[config.mk]
export PLATFORM = sky130hd
export DESIGN_NAME = nibble_serial_adder_flat
export DESIGN_NICKNAME = d
export VERILOG_FILES = /design/src/rtl/nibble_serial_adder_if.sv /design/src/rtl/nibble_serial_adder.sv /design/src/flat_wrapper.sv
export SDC_FILE = /design/constraint.sdc
export NUM_CORES = 1
export LEC_CHECK = 0
export CORE_MARGIN = 3
export CORE_UTILIZATION = 42
export CTS_CLUSTER_SIZE = 25
export DETAILED_ROUTE_END_ITERATION = 6
export GPL_ROUTABILITY_DRIVEN = 0
export GPL_TIMING_DRIVEN = 0
export PLACE_DENSITY_LB_ADDON = 0.08
export REMOVE_ABC_BUFFERS = 1
export SLEW_MARGIN = 20
export SYNTH_ARGS = -nofsm -noshare
export SYNTH_HDL_FRONTEND = slang
export SYNTH_SLANG_ARGS = --single-unit
[constraint.sdc]
create_clock -name clk -period 2.2 [get_ports clk]
set_clock_uncertainty 0.1 [all_clocks]
set_input_delay 0.44 -clock clk [delete_from_list [all_inputs] [get_ports clk]]
set_output_delay 0.44 -clock clk [all_outputs]
set_load 0.01 [all_outputs]
[src/rtl/nibble_serial_adder_if.sv]
// rtl/nibble_serial_adder_if.sv - operand/result handshake bundle for nibble_serial_adder
interface nibble_serial_adder_if;
   logic       start;
   logic       c_in;
   logic       abort;
   logic [3:0] a_nib;
   logic [3:0] b_nib;
   logic       in_valid;
   logic       in_ready;
   logic       busy;
   logic [3:0] sum_nib;
   logic       sum_valid;
   logic       c_out;
   logic       overflow;
   logic       done;

   modport master (
      output start, c_in, abort, a_nib, b_nib, in_valid,
      input  in_ready, busy, sum_nib, sum_valid, c_out, overflow, done
   );

   modport slave (
      input  start, c_in, abort, a_nib, b_nib, in_valid,
      output in_ready, busy, sum_nib, sum_valid, c_out, overflow, done
   );
endinterface

[src/rtl/nibble_serial_adder.sv]
// rtl/nibble_serial_adder.sv - WORDS-nibble serial adder, LS nibble first, chained carry
module nibble_serial_adder #(
   parameter int WORDS = 4
) (
   input  logic                  clk,
   input  logic                  rst,
   nibble_serial_adder_if.slave  bus
);

   localparam int CW = (WORDS > 1) ? $clog2(WORDS) : 1;
   localparam logic [CW-1:0] LAST = CW'(WORDS - 1);

   typedef enum logic {IDLE, RUN} state_t;

   state_t          state_q, state_d;
   logic [CW-1:0]   cnt_q, cnt_d;
   logic            cy_q, cy_d;
   logic [3:0]      sum_nib_q, sum_nib_d;
   logic            sum_valid_q, sum_valid_d;
   logic            c_out_q, c_out_d;
   logic            overflow_q, overflow_d;
   logic            done_q, done_d;

   logic [4:0]      add_w;
   logic            ovf_w;

   assign add_w = {1'b0, bus.a_nib} + {1'b0, bus.b_nib} + {4'b0000, cy_q};
   // Signed overflow is judged on the top nibble only, so it is meaningful on the last beat.
   assign ovf_w = (bus.a_nib[3] == bus.b_nib[3]) && (add_w[3] != bus.a_nib[3]);

   always_ff @(posedge clk or posedge rst) begin
      if (rst) begin
         state_q     <= IDLE;
         cnt_q       <= '0;
         cy_q        <= 1'b0;
         sum_nib_q   <= 4'h0;
         sum_valid_q <= 1'b0;
         c_out_q     <= 1'b0;
         overflow_q  <= 1'b0;
         done_q      <= 1'b0;
      end else begin
         state_q     <= state_d;
         cnt_q       <= cnt_d;
         cy_q        <= cy_d;
         sum_nib_q   <= sum_nib_d;
         sum_valid_q <= sum_valid_d;
         c_out_q     <= c_out_d;
         overflow_q  <= overflow_d;
         done_q      <= done_d;
      end
   end

   always_comb begin
      state_d     = state_q;
      cnt_d       = cnt_q;
      cy_d        = cy_q;
      sum_nib_d   = sum_nib_q;
      sum_valid_d = 1'b0;
      c_out_d     = c_out_q;
      overflow_d  = overflow_q;
      done_d      = 1'b0;

      case (state_q)
         IDLE: begin
            if (bus.start) begin
               cy_d       = bus.c_in;
               cnt_d      = '0;
               c_out_d    = 1'b0;
               overflow_d = 1'b0;
               state_d    = RUN;
            end
         end
         RUN: begin
            if (bus.abort) begin
               state_d = IDLE;
               cnt_d   = '0;
               cy_d    = 1'b0;
            end else if (bus.in_valid) begin
               sum_nib_d   = add_w[3:0];
               sum_valid_d = 1'b1;
               cy_d        = add_w[4];
               if (cnt_q == LAST) begin
                  c_out_d    = add_w[4];
                  overflow_d = ovf_w;
                  done_d     = 1'b1;
                  cnt_d      = '0;
                  state_d    = IDLE;
               end else begin
                  cnt_d = cnt_q + CW'(1);
               end
            end
         end
         default: state_d = IDLE;
      endcase
   end

   // Handshake outputs come straight from the state register, never from in_valid.
   assign bus.in_ready  = (state_q == RUN);
   assign bus.busy      = (state_q == RUN);
   assign bus.sum_nib   = sum_nib_q;
   assign bus.sum_valid = sum_valid_q;
   assign bus.c_out     = c_out_q;
   assign bus.overflow  = overflow_q;
   assign bus.done      = done_q;

endmodule

[src/flat_wrapper.sv]
// flat-port wrapper written by rule: the top's interface ports become plain ports
module nibble_serial_adder_flat 
#(
   parameter int WORDS = 4
)
  (clk, rst, bus_start, bus_c_in, bus_abort, bus_a_nib, bus_b_nib, bus_in_valid, bus_in_ready, bus_busy, bus_sum_nib, bus_sum_valid, bus_c_out, bus_overflow, bus_done);
  nibble_serial_adder_if bus_i ();
  input  logic clk;
  input  logic rst;
  input wire logic [$bits(bus_i.start)-1:0] bus_start;
  input wire logic [$bits(bus_i.c_in)-1:0] bus_c_in;
  input wire logic [$bits(bus_i.abort)-1:0] bus_abort;
  input wire logic [$bits(bus_i.a_nib)-1:0] bus_a_nib;
  input wire logic [$bits(bus_i.b_nib)-1:0] bus_b_nib;
  input wire logic [$bits(bus_i.in_valid)-1:0] bus_in_valid;
  output wire logic [$bits(bus_i.in_ready)-1:0] bus_in_ready;
  output wire logic [$bits(bus_i.busy)-1:0] bus_busy;
  output wire logic [$bits(bus_i.sum_nib)-1:0] bus_sum_nib;
  output wire logic [$bits(bus_i.sum_valid)-1:0] bus_sum_valid;
  output wire logic [$bits(bus_i.c_out)-1:0] bus_c_out;
  output wire logic [$bits(bus_i.overflow)-1:0] bus_overflow;
  output wire logic [$bits(bus_i.done)-1:0] bus_done;
  assign bus_i.start = bus_start;
  assign bus_i.c_in = bus_c_in;
  assign bus_i.abort = bus_abort;
  assign bus_i.a_nib = bus_a_nib;
  assign bus_i.b_nib = bus_b_nib;
  assign bus_i.in_valid = bus_in_valid;
  assign bus_in_ready = bus_i.in_ready;
  assign bus_busy = bus_i.busy;
  assign bus_sum_nib = bus_i.sum_nib;
  assign bus_sum_valid = bus_i.sum_valid;
  assign bus_c_out = bus_i.c_out;
  assign bus_overflow = bus_i.overflow;
  assign bus_done = bus_i.done;
  nibble_serial_adder #(.WORDS(WORDS)) u_core (.clk(clk), .rst(rst), .bus(bus_i));
endmodule
# --- Yosys cells after proc, flatten, opt, wreduce, memory -nomap -nowiden ---
# Index checks and enable logic that the tools add are counted.
classes:
  mux: 30
  reduce_logical: 4
  addsub: 3
  n_eq_ne: 8
  bitwise_logic: 2
op_table:
  columns: ["op", "n"]
  rows:
  - ["1-bit two-way mux", 21]
  - ["2-bit two-way mux", 4]
  - ["2-bit != test (second input constant)", 4]
  - ["1-bit case mux with 2 select lines", 4]
  - ["4-bit by 4-bit adder with 5-bit output", 1]
  - ["5-bit by 1-bit adder with 5-bit output", 1]
  - ["2-bit case mux with 2 select lines", 1]
  - ["4-bit AND reduction", 1]
  - ["3-bit != test (second input constant)", 1]
  - ["3-bit AND reduction", 1]
  - ["2-bit by 1-bit adder with 2-bit output (second input constant)", 1]
  - ["2-bit equality test (second input constant)", 1]
  - ["1-bit inverter", 2]
  - ["2-bit AND reduction", 1]
  - ["1-bit equality test", 1]
  - ["1-bit logical AND", 1]
  - ["1-bit != test", 1]
totals:
  elab_cells: 55
  in_bits: 14
  output_inout_bits: 10
  ff_bits: 12

# --- Longest topological paths before layout ---
# Gate-level depths: netlist of run 1.
logic_depth:
  word_depth: 8
  depth_mapped: 5

# --- Worst setup path before layout of run 1 ---
# OpenSTA, ideal clock, no wires.
synth_path:
  path_kind: "in2reg"
  start: "input port bus_b_nib[0]"
  end: "register u_core.cy_q"
  n_path_buf: 0
  t_arrival_ns: 1.674
  path_slack_ns: 0.298
  path_stages: 5
  required_ns: 1.972
  setup_time_ns: 0.128
  path_cell_list: "fa_1 fa_1 a21o_1 a21oi_1 o21ai_0"
synth_via:
  elab_chain_cells: 5
synth_rtl:
  columns: ["item", "line", "source"]
  rows:
  - ["start, declared", "flat_wrapper.sv:14", "input wire logic [$bits(bus_i.b_nib)-1:0] bus_b_nib;"]
  - ["4-bit by 4-bit adder with 5-bit output", "nibble_serial_adder.sv:27", "assign add_w = {1'b0, bus.a_nib} + {1'b0, bus.b_nib} + {4'b0000, cy_q};"]
  - ["5-bit by 1-bit adder with 5-bit output", "nibble_serial_adder.sv:27", null]
  - ["1-bit two-way mux", "nibble_serial_adder.sv:78", "end else if (bus.in_valid) begin"]
  - ["1-bit two-way mux", "nibble_serial_adder.sv:74", "if (bus.abort) begin"]
  - ["1-bit case mux with 2 select lines", "nibble_serial_adder.sv:63", "case (state_q)"]
  - ["end signal, assigned", "nibble_serial_adder.sv:44", "cy_q <= cy_d;"]
  - ["end, declared", "nibble_serial_adder.sv:17", "logic cy_q, cy_d;"]
# No other way between the ends. The select of a mux whose other input is x is not followed.
# A chain may end at the register's enable or synchronous reset.

# --- Worst setup path in the final report of run 1 ---
# Same ends and word-level chain as after synthesis.

==> results.py, run 1 <==
metrics = {
    "die": {
        "boundaryPins": 24,
        "fp.dieArea_sq_um": 2085,
        "rows": 13,
        "die_h_microns": 45.66,
        "start_util_pct": 47.78,
        "placeableCoreArea_sq_um": 1383,
        "die_w_microns": 45.66,
    },
    "global_routing": {
        "antenna_found_initial": 0,
        "grt_pass1_wl_mm": 2.235,
        "grt_remaining_overflow": 0,
        "grt_use_total_pct": 15.49,
        "grt_max_degree": 13,
        "first_global_vias": 525,
    },
    "routing": {
        "firstDrtPassIters": 4,
        "finalWirelength_mm": 1.270,
        "post_drt_via_cell_ratio": 5.070,
        "drt_iter0_drc": 10,
        "num_vias": 507,
        "drc": 0,
        "drtAntennaViolNets": 0,
        "post_drt_wl_per_cell_microns": 12.70,
    },
    "job": {
        "maxCapViolations": 0,
    },
    "layout": {
        "antennaDiodeCount": 0,
        "final_cell_mix": "23 x clkdlybuf4s50_1, 12 x dfrtp_1, 9 x nand2_1",
        "drive_above_1_share_pct": 14.12,
        "final_nets": 106,
        "syn_to_final_growth_pct": 42.61,
        "fin_util_pct": 68.14,
        "final_common_cell": "clkdlybuf4s50_1",
    },
    "place": {
        "dp_hpwl_microns": 999.7,
        "post-place-ws_ps": -278.6,
        "port_buffers": 23,
    },
    "clocking": {
        "cts_tree": "done",
        "clk_path_buf_depth": 2,
        "h-tree-depth": 1,
        "clkSinkCount": 12,
        "clkTransAtPathRegs_ps": 80,
        "postCtsHoldBufs": 0,
        "ctsRootBufferMaster": "clkbuf_4",
        "clk_latency_ps": 270,
        "numCtsBuffers": 3,
    },
    "timing": {
        "setup_viol": 0,
        "tightest_slew_ps": 469.1,
        "period_needed_ps": 2130,
        "period_share_pct": 96.81,
        "max_freq_ghz": 0.4695,
        "hold_ws_ps": 373.0,
        "hold_viol_final": 0,
        "drv_slew": 0,
        "rsz0062_at_grt": "false",
        "relSlewSlack_pct": 68.69,
        "setup_ws_ps": 70.08,
        "timing.setup.tns_ps": 0,
    },
    "synthesis": {
        "syn-instance-count": 59,
        "yosysTopAreaCell": "dfrtp_1",
        "synth.area.top_cells": "dfrtp_1 45%, ha_1 7.6%, fa_1 6.1%",
        "ys_ff_latch": 12,
        "ys_seq_area_share_pct": 45.45,
        "synth.yosys.warnings": 0,
        "synth_cell_types": 26,
        "synth.top_cell.area_share_pct": 45.45,
        "avgSynthCellArea_sq_um": 11.20,
        "syn_area_sq_um": 660.6,
    },
    "critical_path": {
        "critPathLaunchType": "input port",
        "endpoint_kind": "flip-flop",
        "cp_max_fo": 2,
        "crit_type": "in2reg",
        "critPathRequiredTime_ps": 2250,
        "crit_arrival_ps": 2180,
    },
    "pwr": {
        "power_density_nw_per_um2": 708.8,
        "ir_worst_vdd_uv": 354.8,
        "p_leak_nw": 0.4660,
    },
    "hold_path": {
        "hp-class": "in2async",
    },
    "outcome": {
        "outcome": "finished clean",
    },
}
==> power by group <==
part           leakage, nW  total, W  internal [W]  switching (W)
clock               0.0210  0.000179      0.000100      0.0000787
sequential           0.158  0.000284      0.000257      0.0000271
combinational        0.287  0.000205      0.000118      0.0000873
total                0.466  0.000668      0.000475       0.000193
==> layout make-up <==
| class | instances | area (sq um) |
|---|---|---|
| inverter | 3 | 16.27 |
| sequential | 12 | 300.3 |
| fill | 113 | 440.4 |
| multi-input combinational | 43 | 340.3 |
| tap | 15 | 18.77 |
| timing repair buffer | 23 | 230.2 |
| clock buffer | 4 | 36.28 |
==> registers in the layout, summed over array words and instances (netlist names) <==
| name | cells |
|---|---|
| u_core.bus.overflow | 1 |
| u_core.bus.sum_nib | 4 |
| u_core.bus.busy | 1 |
| u_core.bus.done | 1 |
| u_core.cnt_q | 2 |
| u_core.bus.c_out | 1 |
| u_core.bus.sum_valid | 1 |
| u_core.cy_q | 1 |
==> through the flow <==
step                cells  cell area, sq um  power [W]
floorplan              58             653.1  0.0003822
global placement       96             902.1  0.0004880
detailed placement     96             902.1  0.0004945
CTS                   100             938.4  0.0006765
global route          100             942.2  0.0007143
finish                100             942.2  0.0006678
==> cells in the mapped netlist (all sizes together) <==
cell type and count:
dfrtp 12, nand2 10, o21ai 6, ha 4, a21o 3, a21oi 3
fa 2, inv 2, nand2b 2, nand3 2, xor2 2, and2 1
buf 1, clkinv 1, mux2i 1, nand3b 1, nor2 1, nor3b 1
nor4 1, o22ai 1, o31ai 1, xnor2 1
==> per-layer routing <==
layer	vias to the layer above	global-route usage [%]	wire [microns]
met5	-	0	0
met4	0	7.018	12
met3	2	3.557	71
met2	15	25.35	638
met1	236	19.15	547
li1	254	-	-
==> worst paths after layout <==
kind                                                        start                           endpoint  slack, ps  cells past startpoint
worst max-delay path                                 bus_b_nib[0]            u_core.cy_q$_DFFE_PP0P_         70                      6
worst min-delay path                                          rst  u_core.bus.sum_nib[0]$_DFFE_PP0P_        370                      2
worst max register to register            u_core.cy_q$_DFFE_PP0P_            u_core.cy_q$_DFFE_PP0P_        330                      5
worst min register to register  u_core.bus.sum_nib[0]$_DFFE_PP0P_  u_core.bus.sum_nib[0]$_DFFE_PP0P_        380                      2
max in group asynchronous                                     rst       u_core.bus.c_out$_DFFE_PP0P_       1310                      2
min in group clk                u_core.bus.sum_nib[0]$_DFFE_PP0P_  u_core.bus.sum_nib[0]$_DFFE_PP0P_        380                      2
==> cell families (layout without fill, tap and decap cells) <==
family	after synthesis	after routing	synth area share, %
adders and majority gates	6	6	13.64
buffers and inverters	4	30	3.600
xor gates and xnor gates	3	3	3.978
DFF	12	12	45.45
muxes	1	1	1.515
AOI/OAI and AO/OA	14	14	14.58
and+or+nand+nor	19	19	17.24
==> critical path, cell delays in order <==
cell and delay (ps):
clkdlybuf4s50_1 430, fa_1 470, fa_1 420, a21o_1 190, a21oi_2 150, o21ai_0 90
==> repair_timing <==
item,CTS,global route
buffers inserted,0,0
gates resized for setup,0,1
endpoints found under the setup margin,0,2
Note: power is estimated with default switching activity, not from simulation.
==> run 2, diff against run 1 <==
--- a/config.mk
+++ b/config.mk
@@ -17,3 +17,4 @@
 export SYNTH_ARGS = -nofsm -noshare
 export SYNTH_HDL_FRONTEND = slang
 export SYNTH_SLANG_ARGS = --single-unit
+export TNS_END_PERCENT = 5
==> results of run 2 <==
Same layout as run 1: the final DEF is identical, and so are final timing and power.
